$ cat config.mk
export PLATFORM = sky130hd
export DESIGN_NAME = seg_fade_decoder
export DESIGN_NICKNAME = d
export VERILOG_FILES = /design/src/rtl/seg_fade_decoder.sv
export SDC_FILE = /design/constraint.sdc
export NUM_CORES = 1
export LEC_CHECK = 0
export ABC_AREA = 0
export CELL_PAD_IN_SITES_DETAIL_PLACEMENT = 0
export CELL_PAD_IN_SITES_GLOBAL_PLACEMENT = 1
export CORE_ASPECT_RATIO = 1.25
export CORE_MARGIN = 5
export CORE_UTILIZATION = 33
export DETAILED_ROUTE_END_ITERATION = 8
export PLACE_DENSITY = 0.54
export SLEW_MARGIN = 20
export SYNTH_ARGS = -nofsm -noshare
export SYNTH_HDL_FRONTEND = slang
export SYNTH_SLANG_ARGS = --single-unit
$ cat constraint.sdc
create_clock -name clk -period 16.4 [get_ports clk]
set_clock_uncertainty 0.1 [all_clocks]
set_input_delay 4.1 -clock clk [delete_from_list [all_inputs] [get_ports clk]]
set_output_delay 4.1 -clock clk [all_outputs]
set_load 0.01 [all_outputs]
$ cat src/rtl/seg_fade_decoder.sv
// seg_fade_decoder
//   Receive-side monitor for a faded 7-segment chaser. It samples the seven
//   segment pins over fixed windows of 2**WINDOW_WIDTH cycles and counts how
//   many cycles each segment is lit. At the end of each window it picks the
//   brightest segment and maps that segment back to the 3-bit chase state. It
//   then reports the chase direction, single-step advances and out-of-sequence
//   jumps.
//
// Ports
//   clk          clock
//   reset        synchronous, active-high
//   seg_in[6:0]  segment pins a..g (bit0 = seg0), asynchronous to clk
//   window_done  1-cycle pulse when a new window result is presented
//   lead_seg     index 0..6 of the brightest segment in the last window
//   lead_duty    lit-cycle count of lead_seg
//   state        decoded chase state
//   state_valid  decoded state is locked
//   direction    1 = state incrementing, 0 = decrementing
//   step         1-cycle pulse: state advanced by +/-1
//   sync_err     1-cycle pulse: state jumped by something other than +/-1
//
// Lock FSM
//   state    | meaning
//   UNLOCKED | no trusted chase state; the next valid window acquires one
//   LOCKED   | state tracks the chase; changes are classified as step/sync_err
module seg_fade_decoder #(
  parameter int WINDOW_WIDTH = 8,
  parameter int MIN_DUTY     = 128,
  parameter int COMMON_ANODE = 1
) (
  input  logic                  clk,
  input  logic                  reset,
  input  logic [6:0]            seg_in,
  output logic                  window_done,
  output logic [2:0]            lead_seg,
  output logic [WINDOW_WIDTH:0] lead_duty,
  output logic [2:0]            state,
  output logic                  state_valid,
  output logic                  direction,
  output logic                  step,
  output logic                  sync_err
);

  localparam int            CW      = WINDOW_WIDTH + 1;
  localparam logic [CW-1:0] MIN_LIT = CW'(MIN_DUTY);
  localparam logic [6:0]    LIT_XOR = (COMMON_ANODE != 0) ? 7'h7F : 7'h00;

  typedef enum logic {UNLOCKED = 1'b0, LOCKED = 1'b1} lock_t;

  lock_t                   lock;
  logic [6:0]              sync_a;
  logic [6:0]              sync_b;
  logic [6:0]              lit;
  logic [WINDOW_WIDTH-1:0] win_cnt;
  logic                    win_end;
  logic                    eval_pend;
  logic [CW-1:0]           cnt  [7];
  logic [CW-1:0]           duty [7];
  logic [2:0]              best_idx;
  logic [CW-1:0]           best_duty;
  logic [2:0]              new_state;
  logic [2:0]              delta;

  assign lit         = sync_b ^ LIT_XOR;
  assign win_end     = &win_cnt;
  assign state_valid = (lock == LOCKED);
  // 3-bit subtraction gives the modulo-8 distance, so 7->0 reads as +1
  assign delta       = new_state - state;

  // Strict greater-than keeps the lowest index on ties
  always_comb begin
    best_idx  = 3'd0;
    best_duty = duty[0];
    for (int i = 1; i < 7; i++) begin
      if (duty[i] > best_duty) begin
        best_idx  = 3'(i);
        best_duty = duty[i];
      end
    end
  end

  // Segment 6 is lit for both chase states 2 and 6; the previous locked
  // state tells us which half of the chase we are in.
  always_comb begin
    new_state = 3'd0;
    case (best_idx)
      3'd0:    new_state = 3'd0;
      3'd1:    new_state = 3'd1;
      3'd2:    new_state = 3'd5;
      3'd3:    new_state = 3'd4;
      3'd4:    new_state = 3'd3;
      3'd5:    new_state = 3'd7;
      3'd6:    new_state = (lock == LOCKED && state >= 3'd5) ? 3'd6 : 3'd2;
      default: new_state = 3'd0;
    endcase
  end

  always_ff @(posedge clk) begin
    if (reset) begin
      sync_a      <= '0;
      sync_b      <= '0;
      win_cnt     <= '0;
      eval_pend   <= 1'b0;
      for (int i = 0; i < 7; i++) begin
        cnt[i]  <= '0;
        duty[i] <= '0;
      end
      lock        <= UNLOCKED;
      window_done <= 1'b0;
      lead_seg    <= '0;
      lead_duty   <= '0;
      state       <= '0;
      direction   <= 1'b0;
      step        <= 1'b0;
      sync_err    <= 1'b0;
    end else begin
      sync_a    <= seg_in;
      sync_b    <= sync_a;
      win_cnt   <= win_cnt + 1'b1;
      eval_pend <= win_end;

      // The last cycle's sample is folded into the latched duty so every
      // window covers exactly 2**WINDOW_WIDTH samples.
      for (int i = 0; i < 7; i++) begin
        if (win_end) begin
          duty[i] <= cnt[i] + CW'(lit[i]);
          cnt[i]  <= '0;
        end else begin
          cnt[i]  <= cnt[i] + CW'(lit[i]);
        end
      end

      window_done <= eval_pend;
      step        <= 1'b0;
      sync_err    <= 1'b0;

      if (eval_pend) begin
        lead_seg  <= best_idx;
        lead_duty <= best_duty;
        if (best_duty < MIN_LIT) begin
          lock <= UNLOCKED;
        end else if (lock == UNLOCKED) begin
          lock  <= LOCKED;
          state <= new_state;
        end else if (new_state != state) begin
          state <= new_state;
          if (delta == 3'd1) begin
            step      <= 1'b1;
            direction <= 1'b1;
          end else if (delta == 3'd7) begin
            step      <= 1'b1;
            direction <= 1'b0;
          end else begin
            sync_err  <= 1'b1;
          end
        end
      end
    end
  end

endmodule

==> results of run 1 <==
-- per-stage QoR --
step           setup WS [ps]  hold WS (ps)
6_report                1695         334.5
4_1_cts                 1658         338.3
3_3_place_gp            2007         319.2
3_5_place_dp            1729         323.1
5_1_grt                293.8         354.2
2_1_floorplan           4413         313.8
-- worst paths after layout --
check | from | endpoint | slack [ps] | depth (start not counted)
hold reg to reg | sync_a[5]$_SDFF_PP0_ | sync_b[5]$_SDFF_PP0_ | 330 | 1
hold / removal | sync_a[5]$_SDFF_PP0_ | sync_b[5]$_SDFF_PP0_ | 330 | 1
setup reg to reg | duty[0][3]$_SDFFCE_PN0P_ | sync_err$_SDFF_PP0_ | 1690 | 55
setup / recovery | duty[0][3]$_SDFFCE_PN0P_ | sync_err$_SDFF_PP0_ | 1690 | 55
-- area by class of cell --
class,count,area share (%)
Sequential cell,169,43.09
Inverter,40,1.405
Timing Repair Buffer,36,3.111
Clock inverter,13,1.428
Clock buffer,19,4.109
Multi-Input combinational cell,725,42.80
Tap cell,350,4.063
-- worst max-delay path, delay by kind of cell (launching register included) --
kind	cells	cell delay, ps
AO/OA/AOI/OAI	27	6090
XOR/XNOR	1	240
adder cells (fa/ha/maj)	7	2470
buffers and inverters	2	400
flip-flops	1	420
AND/OR/NAND/NOR	18	4860
-- power groups by stage --
stage | Sequential, mW | Clock, mW | Combinational, mW
global placement | 0.505 | 0 | 0.354
CTS | 0.496 | 0.427 | 0.352
global route | 0.497 | 0.447 | 0.394
finish | 0.495 | 0.413 | 0.349
floorplan | 0.500 | 0 | 0.266
detailed placement | 0.505 | 0 | 0.349
-- per-layer routing --
| metal | vias to the layer above | global-route usage (%) | share of wire (%) |
|---|---|---|---|
| met5 | - | 0 | 0 |
| met4 | 0 | 4.814 | 1.8 |
| met3 | 20 | 2.998 | 2.8 |
| met2 | 84 | 25.94 | 51 |
| met1 | 3093 | 17.22 | 44 |
| li1 | 3355 | - | - |
-- registers in the layout, indices dropped and copies added, names as in the netlist, 3 cells and up --
signal,cells
cnt,63
duty,63
lead_duty,9
win_cnt,8
sync_a,7
sync_b,7
lead_seg,3
state,3
-- cell families after synthesis --
kind of cell / count (synthesis) / synth area share (%)
mux: 6 / 0.7930
compound gates: 162 / 12.20
fa+ha+maj: 70 / 9.489
buf+inv: 72 / 3.051
simple gates: 366 / 18.99
xor+xnor: 58 / 5.538
other cells: 1 / 0.04028
flops: 169 / 49.89
-- cell usage in the layout (no fill, tap or decap), drive strengths merged, types with 4 or more instances in the layout --
| master | instances |
|---|---|
| and2 | 37 |
| mux2i | 4 |
| nor2b | 23 |
| edfxtp | 126 |
| clkdlybuf4s50 | 27 |
| o21ai | 31 |
| nand2b | 4 |
| clkbuf | 19 |
| inv | 45 |
| o211ai | 11 |
| nand2 | 60 |
| o21a | 8 |
| xor2 | 42 |
| ha | 69 |
| a211o | 4 |
| buf | 9 |
| dfxtp | 43 |
| clkinv | 5 |
| or3 | 5 |
| nand4 | 18 |
| a21o | 12 |
| a21oi | 46 |
| a311oi | 8 |
| nor4 | 4 |
| nor3 | 17 |
| o221ai | 6 |
| xnor2 | 16 |
| and3 | 11 |
| a211oi | 4 |
| conb | 63 |
| nand3 | 38 |
| o211a | 4 |
| nor2 | 138 |
==> out/metrics.cfg, run 1 <==
[yosys]
netlist_area_um2=9309
synth_top_area_share_pct=40.65
yosys-top-cells-count=nor2_1 (138), edfxtp_1 (126), ha_1 (69), nand2_1 (60), a21oi_1 (45)
yosysWarnings=0
ys_seq_elements=169
synth_top_cell_by_area=edfxtp_1
synth.most_common_cell=nor2_1
synth_flop_cell=edfxtp_1
yosysUniqueCellTypes=74
synth_edf_count=126
synth_top_cells_by_area=edfxtp_1 (41%), ha_1 (9.3%), dfxtp_1 (9.2%)
syn_avg_cell_area_um2=10.30
netlist_instances=904
synthArstFlopShare_pct=0
seq_area_frac_synth_pct=49.89

[floorplan]
core_um2=27740
ios=29
die_area_um2=31690
start_util_pct=33.56
die_y_um=197.8
die_w_um=160.2
placementRows=68

[grt]
antenna_found_initial=0
grt_pass1_vias=6733
grt_overflow_total=0
grt_pass1_wl_um=35930
global_route.usage.total_pct=14.42
grt_max_degree=64

[clock_tree]
cts_sinks=169
cts_setup_buffers=0
cts_resized=0
root_buffer=clkbuf_16
hold_buffers=0
clk_latency_ps=440
cts_max_path_buffers=2
cts_buffers=17
clk_pin_slew_ps=70
cts.htree.levels=4
cts_tree=yes

[power_and_ir_drop]
p_int_mw=0.8459
cellLeakagePower_nw=4.169
p_sw_share_pct=32.73
p_clk_share_pct=32.8
totalPowerFinal_mw=1.257
power_density_nw_per_um2=116.7
power_frac_comb_pct=27.8
ir_drop_mv=0.05470
seq_power_share_pct=39.4
p_switching_mw=0.4116

[detailed_routing]
routed_wl_um=22130
drt_pre_antenna_iters=4
via_per_inst=4.846
route.vias.total=6552
drtIter0Drc=346
ant_nets=0
drcViolationCount=0
routedWlPerCell_um=16.37

[layout]
instances_no_fill=1352
final_nets=1068
post-route-util_pct=38.86
fin_area_um2=10780
seqCellArea_um2=4644
drive_gt1_share_pct=6.587
areaGrowthSynthToFinish_pct=15.79
n_antenna_cell=0
multiInputGateArea_um2=4613
fillCellCount=2786

[timing]
setup_tns_ps=0
timing.final.crit_share_pct=89.66
hold_violations=0
rsz0062_at_grt=no
worstMarginPinSlew_ps=815.4
period_minus_slack_ps=14710
maxSlewHeadroom_pct=45.64
setup_viol=0
finalMaxSlewViolations=0
max_freq_mhz=68.00

[critical_path]
worstPathArrival_ps=14950
crit_type=flop to flop
crit_path_end_kind=flop
slowest_stage=or2_0
worstPathRequired_ps=16640
cpPeakStageDelay_ps=680
critPathLaunchType=flop
critPathMaxFanout=22

[placed_design]
gp_congestion=0.8595
dp_hpwl_um=16910
placed_area_um2=10180
portBuffers=28
dp_cells=1320

[status]
outcome=complete, no violations

[worst_hold_path]
hold_class=flop to flop

[job]
max-cap-violations=0

No activity file was read; power rests on OpenSTA's default activity.
==> run 2: changes to the inputs <==
--- a/config.mk
+++ b/config.mk
@@ -9,7 +9,7 @@
 export CELL_PAD_IN_SITES_DETAIL_PLACEMENT = 0
 export CELL_PAD_IN_SITES_GLOBAL_PLACEMENT = 1
 export CORE_ASPECT_RATIO = 1.25
-export CORE_MARGIN = 5
+export CORE_MARGIN = 2
 export CORE_UTILIZATION = 33
 export DETAILED_ROUTE_END_ITERATION = 8
 export PLACE_DENSITY = 0.54
==> out/metrics.cfg, run 2 (same netlist as run 1, synthesis figures left out) <==
[critical_path]
critPathLaunchType=flop
slowest_stage=or2_0
path_delay_family=compound AO/OA/AOI/OAI gates
crit_type=flop to flop
cpPeakStageDelay_ps=720  ; +40 ps
worstPathArrival_ps=15060  ; +110 ps
critPathMaxFanout=22  ; unchanged
worstPathRequired_ps=16660  ; +20 ps
cp.buffers_inverters=4  ; +2
crit_top_cell=ha_1
r2r_slack_ps=1600  ; -90 ps
crit_path_end_kind=flop

[floorplan]
ios=29  ; unchanged
start_util_pct=33.67  ; +0.10 points
placementRows=68  ; unchanged
die_area_um2=29580  ; -6.7%
core_um2=27650  ; -0.31%
die_y_um=191.8  ; -3.0%
die_w_um=154.2  ; -3.7%

[detailed_routing]
drtIter0Drc=372  ; +7.5%
routedWlPerCell_um=16.26  ; -0.63%
routed_wl_um=21970  ; -0.70%
drcViolationCount=0  ; unchanged
via_per_inst=4.861  ; +0.30%
drt_pre_antenna_iters=4  ; unchanged
ant_nets=0  ; unchanged
route.vias.total=6567  ; +0.23%

[timing]
hold_violations=0  ; unchanged
timing.final.crit_share_pct=90.24  ; +0.57 points
maxSlewHeadroom_pct=40.86  ; -4.8 points
setup_viol=0  ; unchanged
worstMarginPinSlew_ps=887.2  ; +71.75 ps
rsz0062_at_grt=no
period_minus_slack_ps=14800  ; +94.14 ps
setup_tns_ps=0  ; unchanged
finalMaxSlewViolations=0  ; unchanged
max_freq_mhz=67.57  ; -0.64%

[placed_design]
placed_area_um2=10180  ; about the same
portBuffers=28  ; unchanged
dp_hpwl_um=16640  ; -1.6%
gp_congestion=0.8906  ; +3.6%

[clock_tree]
cts.htree.levels=4  ; unchanged
clk_pin_slew_ps=80  ; about the same
cts_setup_buffers=0  ; unchanged
cts_buffers=17  ; unchanged
root_buffer=clkbuf_16
hold_buffers=0  ; unchanged
clk_latency_ps=450  ; about the same
cts_resized=0  ; unchanged
cts_sinks=169  ; unchanged
cts_tree=yes
cts_max_path_buffers=2  ; unchanged

[grt]
antenna_found_initial=0  ; unchanged
global_route.usage.total_pct=15.66  ; +1.2 points
grt_pass1_wl_um=35370  ; -1.6%
grt_pass1_vias=6635  ; -1.5%
grt_max_degree=76  ; +19%
grt_overflow_total=0  ; unchanged

[layout]
final_nets=1067  ; -0.094%
reg.largest.list=cnt (63), duty (63), lead_duty (9)
fin_area_um2=10780  ; about the same
n_antenna_cell=0  ; unchanged
mostFrequentLayoutCells=nor2_1 (137), edfxtp_1 (126), ha_1 (69)
post-route-util_pct=38.97  ; +0.11 points
areaGrowthSynthToFinish_pct=15.75  ; about the same
drive_gt1_share_pct=6.693  ; +0.11 points
final_common_cell=nor2_1

[power_and_ir_drop]
cellLeakagePower_nw=4.163  ; -0.15%
ir_drop_mv=0.06575  ; +20%
totalPowerFinal_mw=1.250  ; -0.63%
power_density_nw_per_um2=116.0  ; -0.59%

[worst_hold_path]
hold_class=flop to flop

[status]
outcome=complete, no violations

[job]
max-cap-violations=0  ; unchanged

[run 2: cell types whose count changed in the layout (fill, tap and decap cells not counted), sizes merged]
cell,delta
bufinv,-2
clkinv,+1
buf,-1
clkbuf,-2
inv,+3
[run 2: through the flow]
stage / instances / hold WS (ps) / worst slack, ps
4_1_cts: 1351 / 344.1 / 1689
3_3_place_gp: 1319 / 318.3 / 1872
3_5_place_dp: 1319 / 324.1 / 1777
5_1_grt: 1351 / 356.0 / 160.3
6_report: 1351 / 337.9 / 1601
2_1_floorplan: 966 / 313.8 / 4413
[run 2: worst register-to-register path: cells and delay by family, from the launching register on]
| family | cells | cell delay [ps] |
|---|---|---|
| flip-flops | 1 | 400 |
| AND/OR/NAND/NOR | 15 | 3400 |
| XOR/XNOR | 1 | 250 |
| buffers and inverters | 4 | 640 |
| multiplexers | 1 | 270 |
| adder cells (fa/ha/maj) | 8 | 2590 |
| AO/OA/AOI/OAI | 29 | 7050 |
[run 2: final cells by class]
cell class | instances | area (µm²)
Tap cell | 350 | 437.9
Inverter | 40 | 151.4
Fill cell | 2760 | 16880
Multi-Input combinational cell | 725 | 4616
Sequential cell | 169 | 4644
Clock buffer | 17 | 425.4
Timing Repair Buffer | 35 | 327.8
Clock inverter | 15 | 172.7
[run 2: where the power goes]
part | switching (mW) | internal [mW] | leakage [nW]
sequential | 0.0139 | 0.481 | 1.64
combinational | 0.217 | 0.131 | 2.23
clock | 0.201 | 0.206 | 0.290
total | 0.432 | 0.818 | 4.16
[run 2: worst paths after layout]
| path | from | end | depth (start not counted) |
|---|---|---|---|
| hold / removal | sync_a[1]$_SDFF_PP0_ | sync_b[1]$_SDFF_PP0_ | 1 |
| hold reg to reg | sync_a[1]$_SDFF_PP0_ | sync_b[1]$_SDFF_PP0_ | 1 |
| setup / recovery | duty[0][3]$_SDFFCE_PN0P_ | sync_err$_SDFF_PP0_ | 58 |
| setup reg to reg | duty[0][3]$_SDFFCE_PN0P_ | sync_err$_SDFF_PP0_ | 58 |
[run 2: metal layers]
layer | global-route usage (%) | routed length, µm
met1 | 18.76 | 9799
met2 | 27.68 | 11030
met3 | 3.001 | 566
met4 | 6.290 | 578
met5 | 0 | 0
